$ cat config.mk
export PLATFORM = sky130hd
export DESIGN_NAME = fetch_unit
export DESIGN_NICKNAME = d
export VERILOG_FILES = /design/src/rtl/core_pkg.sv /design/src/rtl/fetch_fifo.sv /design/src/rtl/fetch_unit.sv
export SDC_FILE = /design/constraint.sdc
export NUM_CORES = 1
export LEC_CHECK = 0
export CORE_ASPECT_RATIO = 0.5
export CORE_MARGIN = 1.5
export CORE_UTILIZATION = 55
export CTS_CLUSTER_DIAMETER = 50
export DETAILED_ROUTE_END_ITERATION = 8
export GPL_TIMING_DRIVEN = 0
export PLACE_DENSITY = 0.82
export SLEW_MARGIN = 10
export SYNTH_ARGS = -nofsm -noshare
export SYNTH_HDL_FRONTEND = slang
export SYNTH_SLANG_ARGS = --single-unit
$ cat constraint.sdc
create_clock -name clk_i -period 9.7 [get_ports clk_i]
set_input_delay 1.94 -clock clk_i [delete_from_list [all_inputs] [get_ports clk_i]]
set_output_delay 1.94 -clock clk_i [all_outputs]
set_load 0.005 [all_outputs]
$ cat src/rtl/core_pkg.sv
// Types and constants shared by the RV32I front end.
package core_pkg;

  localparam logic [31:0] NOP_INST             = 32'h0000_0013;
  localparam logic [31:0] DEFAULT_RESET_VECTOR = 32'h0000_0000;

  typedef struct packed {
    logic [31:0] pc;
    logic [31:0] inst;
  } fetch_entry_t;

  localparam int unsigned ENTRY_W = $bits(fetch_entry_t);

  function automatic logic [31:0] align_word(input logic [31:0] addr);
    return addr & ~32'h0000_0003;
  endfunction

endpackage

$ cat src/rtl/fetch_fifo.sv
// Small synchronous FIFO of {pc, inst} entries with a registered-pointer head
// and a flush that empties it in one cycle.
module fetch_fifo
  import core_pkg::*;
#(
  parameter int unsigned DEPTH = 2
) (
  input  logic                         clk_i,
  input  logic                         rst_i,
  input  logic                         flush_i,
  input  logic                         push_i,
  input  logic [ENTRY_W-1:0]           data_i,
  input  logic                         pop_i,
  output logic [ENTRY_W-1:0]           data_o,
  output logic                         empty_o,
  output logic                         full_o,
  output logic [$clog2(DEPTH+1)-1:0]   count_o
);

  localparam int unsigned PTR_W = (DEPTH > 1) ? $clog2(DEPTH) : 1;
  localparam int unsigned CNT_W = $clog2(DEPTH + 1);
  localparam logic [PTR_W-1:0] LAST_PTR = PTR_W'(DEPTH - 1);
  localparam logic [CNT_W-1:0] FULL_CNT = CNT_W'(DEPTH);

  fetch_entry_t     mem_q [DEPTH];
  logic [PTR_W-1:0] wr_ptr_q, wr_ptr_d;
  logic [PTR_W-1:0] rd_ptr_q, rd_ptr_d;
  logic [CNT_W-1:0] count_q, count_d;
  logic             do_push, do_pop;

  assign empty_o = (count_q == '0);
  assign full_o  = (count_q == FULL_CNT);
  assign count_o = count_q;
  assign data_o  = mem_q[rd_ptr_q];

  // Flush overrides both ports so a same-cycle push or pop cannot leak through.
  assign do_push = push_i && !full_o && !flush_i;
  assign do_pop  = pop_i && !empty_o && !flush_i;

  always_comb begin
    wr_ptr_d = wr_ptr_q;
    rd_ptr_d = rd_ptr_q;
    count_d  = count_q;
    if (flush_i) begin
      wr_ptr_d = '0;
      rd_ptr_d = '0;
      count_d  = '0;
    end else begin
      if (do_push) begin
        wr_ptr_d = (wr_ptr_q == LAST_PTR) ? '0 : wr_ptr_q + 1'b1;
      end
      if (do_pop) begin
        rd_ptr_d = (rd_ptr_q == LAST_PTR) ? '0 : rd_ptr_q + 1'b1;
      end
      if (do_push && !do_pop) begin
        count_d = count_q + 1'b1;
      end else if (!do_push && do_pop) begin
        count_d = count_q - 1'b1;
      end
    end
  end

  always_ff @(posedge clk_i) begin
    if (rst_i) begin
      wr_ptr_q <= '0;
      rd_ptr_q <= '0;
      count_q  <= '0;
    end else begin
      wr_ptr_q <= wr_ptr_d;
      rd_ptr_q <= rd_ptr_d;
      count_q  <= count_d;
    end
  end

  always_ff @(posedge clk_i) begin
    if (do_push) begin
      mem_q[wr_ptr_q] <= data_i;
    end
  end

  a_no_push_when_full: assert property (@(posedge clk_i) disable iff (rst_i)
    !(push_i && full_o && !flush_i));

endmodule

$ cat src/rtl/fetch_unit.sv
// RV32I instruction fetch: owns the PC, issues credit-limited word reads,
// buffers returned words with their PCs and handles redirects from execute.
module fetch_unit
  import core_pkg::*;
#(
  parameter logic [31:0] RESET_VECTOR = DEFAULT_RESET_VECTOR,
  parameter int unsigned FIFO_DEPTH   = 2
) (
  input  logic        clk_i,
  input  logic        rst_i,
  input  logic        redirect_i,
  input  logic [31:0] redirect_pc_i,
  output logic        imem_req_o,
  output logic [31:0] imem_addr_o,
  input  logic        imem_gnt_i,
  input  logic        imem_rvalid_i,
  input  logic [31:0] imem_rdata_i,
  output logic [31:0] inst_o,
  output logic [31:0] pc_o,
  output logic        valid_o,
  input  logic        ready_i
);

  localparam int unsigned CNT_W = $clog2(FIFO_DEPTH + 1);
  localparam logic [CNT_W:0] CREDITS = (CNT_W + 1)'(FIFO_DEPTH);

  logic [31:0]      fetch_pc_q, fetch_pc_d;
  logic [31:0]      last_pc_q;
  logic [CNT_W-1:0] outstanding_q, outstanding_d;
  logic [CNT_W-1:0] discard_q, discard_d;

  logic             credit_ok, grant, rsp_ok, rsp_keep;
  logic             buf_push, buf_pop, buf_empty, buf_full;
  logic [CNT_W-1:0] buf_count;
  fetch_entry_t     buf_in, buf_head;
  logic             pcq_push, pcq_pop, pcq_empty, pcq_full;
  logic [CNT_W-1:0] pcq_count;
  fetch_entry_t     pcq_in, pcq_head;

  // Every word in flight already owns a buffer slot, so the buffer cannot overflow.
  assign credit_ok   = ({1'b0, outstanding_q} + {1'b0, buf_count}) < CREDITS;
  assign imem_req_o  = !rst_i && !redirect_i && credit_ok;
  assign imem_addr_o = fetch_pc_q;
  assign grant       = imem_req_o && imem_gnt_i;

  assign rsp_ok   = imem_rvalid_i && (outstanding_q != '0);
  assign rsp_keep = rsp_ok && (discard_q == '0) && !redirect_i;

  assign pcq_push = grant;
  assign pcq_pop  = rsp_ok;
  assign pcq_in   = '{pc: fetch_pc_q, inst: NOP_INST};

  assign buf_push = rsp_keep;
  assign buf_pop  = valid_o && ready_i && !redirect_i;
  assign buf_in   = '{pc: pcq_head.pc, inst: imem_rdata_i};

  assign valid_o = !buf_empty;
  assign inst_o  = buf_empty ? NOP_INST : buf_head.inst;
  assign pc_o    = buf_empty ? last_pc_q : buf_head.pc;

  fetch_fifo #(
    .DEPTH (FIFO_DEPTH)
  ) u_inst_buf (
    .clk_i   (clk_i),
    .rst_i   (rst_i),
    .flush_i (redirect_i),
    .push_i  (buf_push),
    .data_i  (buf_in),
    .pop_i   (buf_pop),
    .data_o  (buf_head),
    .empty_o (buf_empty),
    .full_o  (buf_full),
    .count_o (buf_count)
  );

  // The PC queue is never flushed by a redirect: stale responses still pop it.
  fetch_fifo #(
    .DEPTH (FIFO_DEPTH)
  ) u_pc_queue (
    .clk_i   (clk_i),
    .rst_i   (rst_i),
    .flush_i (1'b0),
    .push_i  (pcq_push),
    .data_i  (pcq_in),
    .pop_i   (pcq_pop),
    .data_o  (pcq_head),
    .empty_o (pcq_empty),
    .full_o  (pcq_full),
    .count_o (pcq_count)
  );

  logic unused_ok;
  assign unused_ok = ^{buf_full, pcq_empty, pcq_full, pcq_count, pcq_head.inst};

  always_comb begin
    fetch_pc_d = fetch_pc_q;
    if (redirect_i) begin
      fetch_pc_d = align_word(redirect_pc_i);
    end else if (grant) begin
      fetch_pc_d = fetch_pc_q + 32'd4;
    end
  end

  always_comb begin
    outstanding_d = outstanding_q;
    if (grant && !rsp_ok) begin
      outstanding_d = outstanding_q + 1'b1;
    end else if (!grant && rsp_ok) begin
      outstanding_d = outstanding_q - 1'b1;
    end
  end

  // A response landing in the redirect cycle is already dropped, so it is not re-counted.
  always_comb begin
    discard_d = discard_q;
    if (redirect_i) begin
      discard_d = outstanding_q - CNT_W'(rsp_ok);
    end else if (rsp_ok && (discard_q != '0)) begin
      discard_d = discard_q - 1'b1;
    end
  end

  always_ff @(posedge clk_i) begin
    if (rst_i) begin
      fetch_pc_q    <= RESET_VECTOR;
      last_pc_q     <= RESET_VECTOR;
      outstanding_q <= '0;
      discard_q     <= '0;
    end else begin
      fetch_pc_q    <= fetch_pc_d;
      outstanding_q <= outstanding_d;
      discard_q     <= discard_d;
      if (!buf_empty) begin
        last_pc_q <= buf_head.pc;
      end
    end
  end

  a_no_orphan_rvalid: assert property (@(posedge clk_i) disable iff (rst_i)
    imem_rvalid_i |-> (outstanding_q != '0));

  a_discard_bounded: assert property (@(posedge clk_i) disable iff (rst_i)
    discard_q <= outstanding_q);

endmodule

==> out/qor.tcl <==
set qor(share_of_total_power_in_sequential_cells_pct) 51.0
set qor(outcome) {finished, final reports clean}
set qor(cp_data_required_time_ns) 7.76
set qor(ant_nets) 0
set qor(die_width_um) 197.8
set qor(cts_post_setup_buffers_inserted) 0
set qor(report.final.setup_viol) 0
set qor(setup_tns_ns) 0
set qor(dominantRegCellSynth) {sky130_fd_sc_hd__edfxtp_1}
set qor(maximum_number_of_pins_on_one_net_before_global_route_repair) 54
set qor(place_congestion) 0.8785
set qor(maxcap_viol_count) 0
set qor(num-nets-final) 1051
set qor(period_needed_ns) 5.809
set qor(clock_tree.buffer_depth) 3
set qor(timing.final.hold_violations) 0
set qor(port-buffer-count) 162
set qor(grt_setup_unrepaired) {false}
set qor(mostFrequentLayoutCells) {184 x sky130_fd_sc_hd__edfxtp_1, 162 x sky130_fd_sc_hd__clkdlybuf4s50_1, 76 x sky130_fd_sc_hd__dfxtp_1, 62 x sky130_fd_sc_hd__nand2_1, 62 x sky130_fd_sc_hd__mux2i_1}
set qor(layout_commonest_cell) {sky130_fd_sc_hd__edfxtp_1}
set qor(final.setup.worst_slack_ns) 3.891
set qor(min_path_type) {reg2reg}
set qor(timing_max_transition_violations_final) 0
set qor(power.ir.vdd_worst_mv) 0.1056
set qor(max-slew-margin-rel_pct) 16.37
set qor(dr_total_vias) 7143
set qor(design.portCount) 168
set qor(dp_hpwl_um) 16840
set qor(crit_path_start) {rst_i}
set qor(worstPathArrival_ns) 3.87
set qor(worst_clock_skew_ns) 0.01005
set qor(post_route_cells_drive_above_1_share_pct) 8.274
set qor(seq_area_frac_synth_pct) 67.54
set qor(worst-slew-pin-transition_ns) 1.243
set qor(floorplan.die.height_um) 100.4
set qor(cell_internal_pwr_mw) 1.962
set qor(p_sw_share_pct) 23.62
set qor(synthesis_to_finish_area_growth_pct) 26.97
set qor(drcViolationCount) 0
set qor(clk_root_buffer_cell) {sky130_fd_sc_hd__clkbuf_16}
set qor(clkSlewWorstSetupHoldPaths_ns) 0.07
set qor(routed_wl_um) 24930
set qor(synth_area_mm2) 0.01043
set qor(place_ws_ns) 3.920
set qor(floorplan.die_area_mm2) 0.01986
set qor(regToRegStartpoint) {u_inst_buf.count_o[0]}
set qor(cp_max_fo) 10
set qor(avgRoutedWirePerCell_um) 19.94
set qor(htreeDepth) 1
set qor(worstSetupEndpointType) {output pin}
set qor(diodes_inserted) 0
set qor(initial_core_util_pct) 56.46
set qor(vias_in_the_first_global_route) 6862
set qor(synth_async_sr_flop_share_pct) 0
set qor(power_frac_comb_pct) 13.1
set qor(cts_tree) {built}
set qor(power_leakage_nw) 4.264
set qor(clock_sink_count) 260
set qor(grt_overflow_total) 0
set qor(fp.coreArea_mm2) 0.01848
set qor(startpoint_type) {primary input}
set qor(net-switching-power_mw) 0.6067
set qor(drt-vias-per-instance) 5.714
set qor(synth.lib_cells_used.distinct) 57
set qor(floorplan.rows) 35
set qor(maxClockFrequency_ghz) 0.1721
set qor(yosysWarnings) 0
set qor(layout_worst_path_cycle_share_pct) 59.89
set qor(clkPwrFrac_pct) 35.9
set qor(power.density_cell_area_mw_per_mm2) 193.9
set qor(grt_first_pass_wirelength_um) 37450
set qor(post_synthesis_average_cell_area_um2) 13.34
set qor(fillers) 1261
set qor(syn_inst) 782
set qor(cts.repair.resized) 0
set qor(antenna_found_initial) 0
set qor(clkLatencyLatePin_ns) 0.51
set qor(postCtsHoldBufs) 0
set qor(hold_start) {last_pc_q[0]}
set qor(first_pass_iters) 4
set qor(cts_made_buffers) 23
set qor(edff_count_synth) 184
set qor(gr-usage-all-layers_pct) 24.82
set qor(synth_seq_cells) 260
set qor(initialDrtViolationCount) 507
set qor(setup.worst_path.class) {in2out}
flip-flops by register name, indices dropped and copies added, names as in the netlist, named ones only:
register	count
discard_q	2
u_pc_queue.count_o	2
last_pc_q	32
u_pc_queue.wr_ptr_q	1
outstanding_q	2
u_pc_queue.rd_ptr_q	1
u_inst_buf.wr_ptr_q	1
u_inst_buf.rd_ptr_q	1
imem_addr_o	30
u_inst_buf.count_o	2
u_pc_queue.mem_q	60
u_inst_buf.mem_q	124
logic make-up after synthesis:
group,Yosys count,share of synthesized area (%)
other,1,0.03594
xor gates and xnor gates,17,1.427
AOI/OAI and AO/OA,105,6.716
buffers and inverters,56,2.170
and+or+nand+nor,242,11.80
DFF,260,67.54
muxes,94,9.402
adders and majority gates,7,0.9114
layout make-up:
class                   instances  area [µm²]  share of cell area, %
flip-flops and latches        260        7047                  53.19
repair buffers                166        1709                  12.90
clock inverters                11       132.6                  1.001
plain buffers                  43       177.7                  1.341
well taps                     259       324.1                  2.446
clock buffers                  31       625.6                  4.722
inverters                      13       48.80                 0.3683
multi-input cells             467        3183                  24.03
critical path: stages:
cell	delay, ns
sky130_fd_sc_hd__clkdlybuf4s50_1	0.51
sky130_fd_sc_hd__or2_2	0.38
sky130_fd_sc_hd__clkbuf_1	0.28
sky130_fd_sc_hd__nor3_1	0.22
sky130_fd_sc_hd__clkdlybuf4s50_1	0.54
routing by layer:
layer  wire length, µm  vias to the layer above  GRT usage (%)
met5                 0                        -              0
met4               520                        0          6.224
met3              1805                       41          3.898
met2             11930                      296          41.93
met1             10680                     3506          34.07
li1                  -                     3300              -
synth_stat cells, drive strengths merged, types with 2 or more instances:
cell type  instances  share of area, %
a211oi             7              0.50
nor2b              3              0.18
a311o              3              0.29
nand2             62               2.2
or2                3              0.18
o41ai              2              0.17
o311a              2              0.19
o211ai             4              0.29
o311ai             2              0.17
or4                8              0.61
nor4              10              0.60
and2              37               2.2
nand4             14              0.84
mux2              32               3.5
nor2              58               2.1
mux2i             62               5.9
xor2               9              0.76
a211o              2              0.17
inv               11              0.40
or3                7              0.42
a21oi             13              0.62
nor3              11              0.53
a311oi             8              0.67
o221ai             2              0.17
o31ai              5              0.36
and3               6              0.36
nand4b             3              0.25
dfxtp             76                15
edfxtp           184                53
ha                 6              0.72
a31oi              3              0.18
o21a               3              0.22
and4               3              0.25
o2111a             2              0.22
nor3b              2              0.14
nand3              8              0.38
nand2b             5              0.30
xnor2              8              0.67
o21ai             40               1.9
clkinv             2             0.072
buf                9              0.48
clkbuf            34               1.2
metrics by stage:
stage,hold slack [ns],util [%],cells,instance area [µm²],total power [mW]
2_1_floorplan,0.4512,-,783,10440,1.488
3_3_place_gp,0.4647,67.01,1204,12380,1.646
5_1_grt,0.5122,71.69,1250,13250,2.653
6_report,0.4888,71.69,1250,13250,2.569
4_1_cts,0.4895,71.69,1250,13250,2.573
3_5_place_dp,0.4726,67.58,1208,12490,1.663
power by group through the flow:
stage	registers [mW]	clock network (mW)	logic [mW]
3_5_place_dp	1.33	0	0.332
6_report	1.31	0.923	0.337
4_1_cts	1.31	0.929	0.336
3_3_place_gp	1.33	0	0.313
2_1_floorplan	1.32	0	0.168
5_1_grt	1.31	0.976	0.363
final timing paths:
kind / to / slack (ns) / cells past startpoint
min: last_pc_q[0] / 0.49 / 1
max reg2reg: u_pc_queue.mem_q[1][5] / 6.22 / 6
max: imem_req_o / 3.89 / 5
min reg2reg: last_pc_q[0] / 0.49 / 1
No activity file was read; power rests on OpenSTA's default activity.
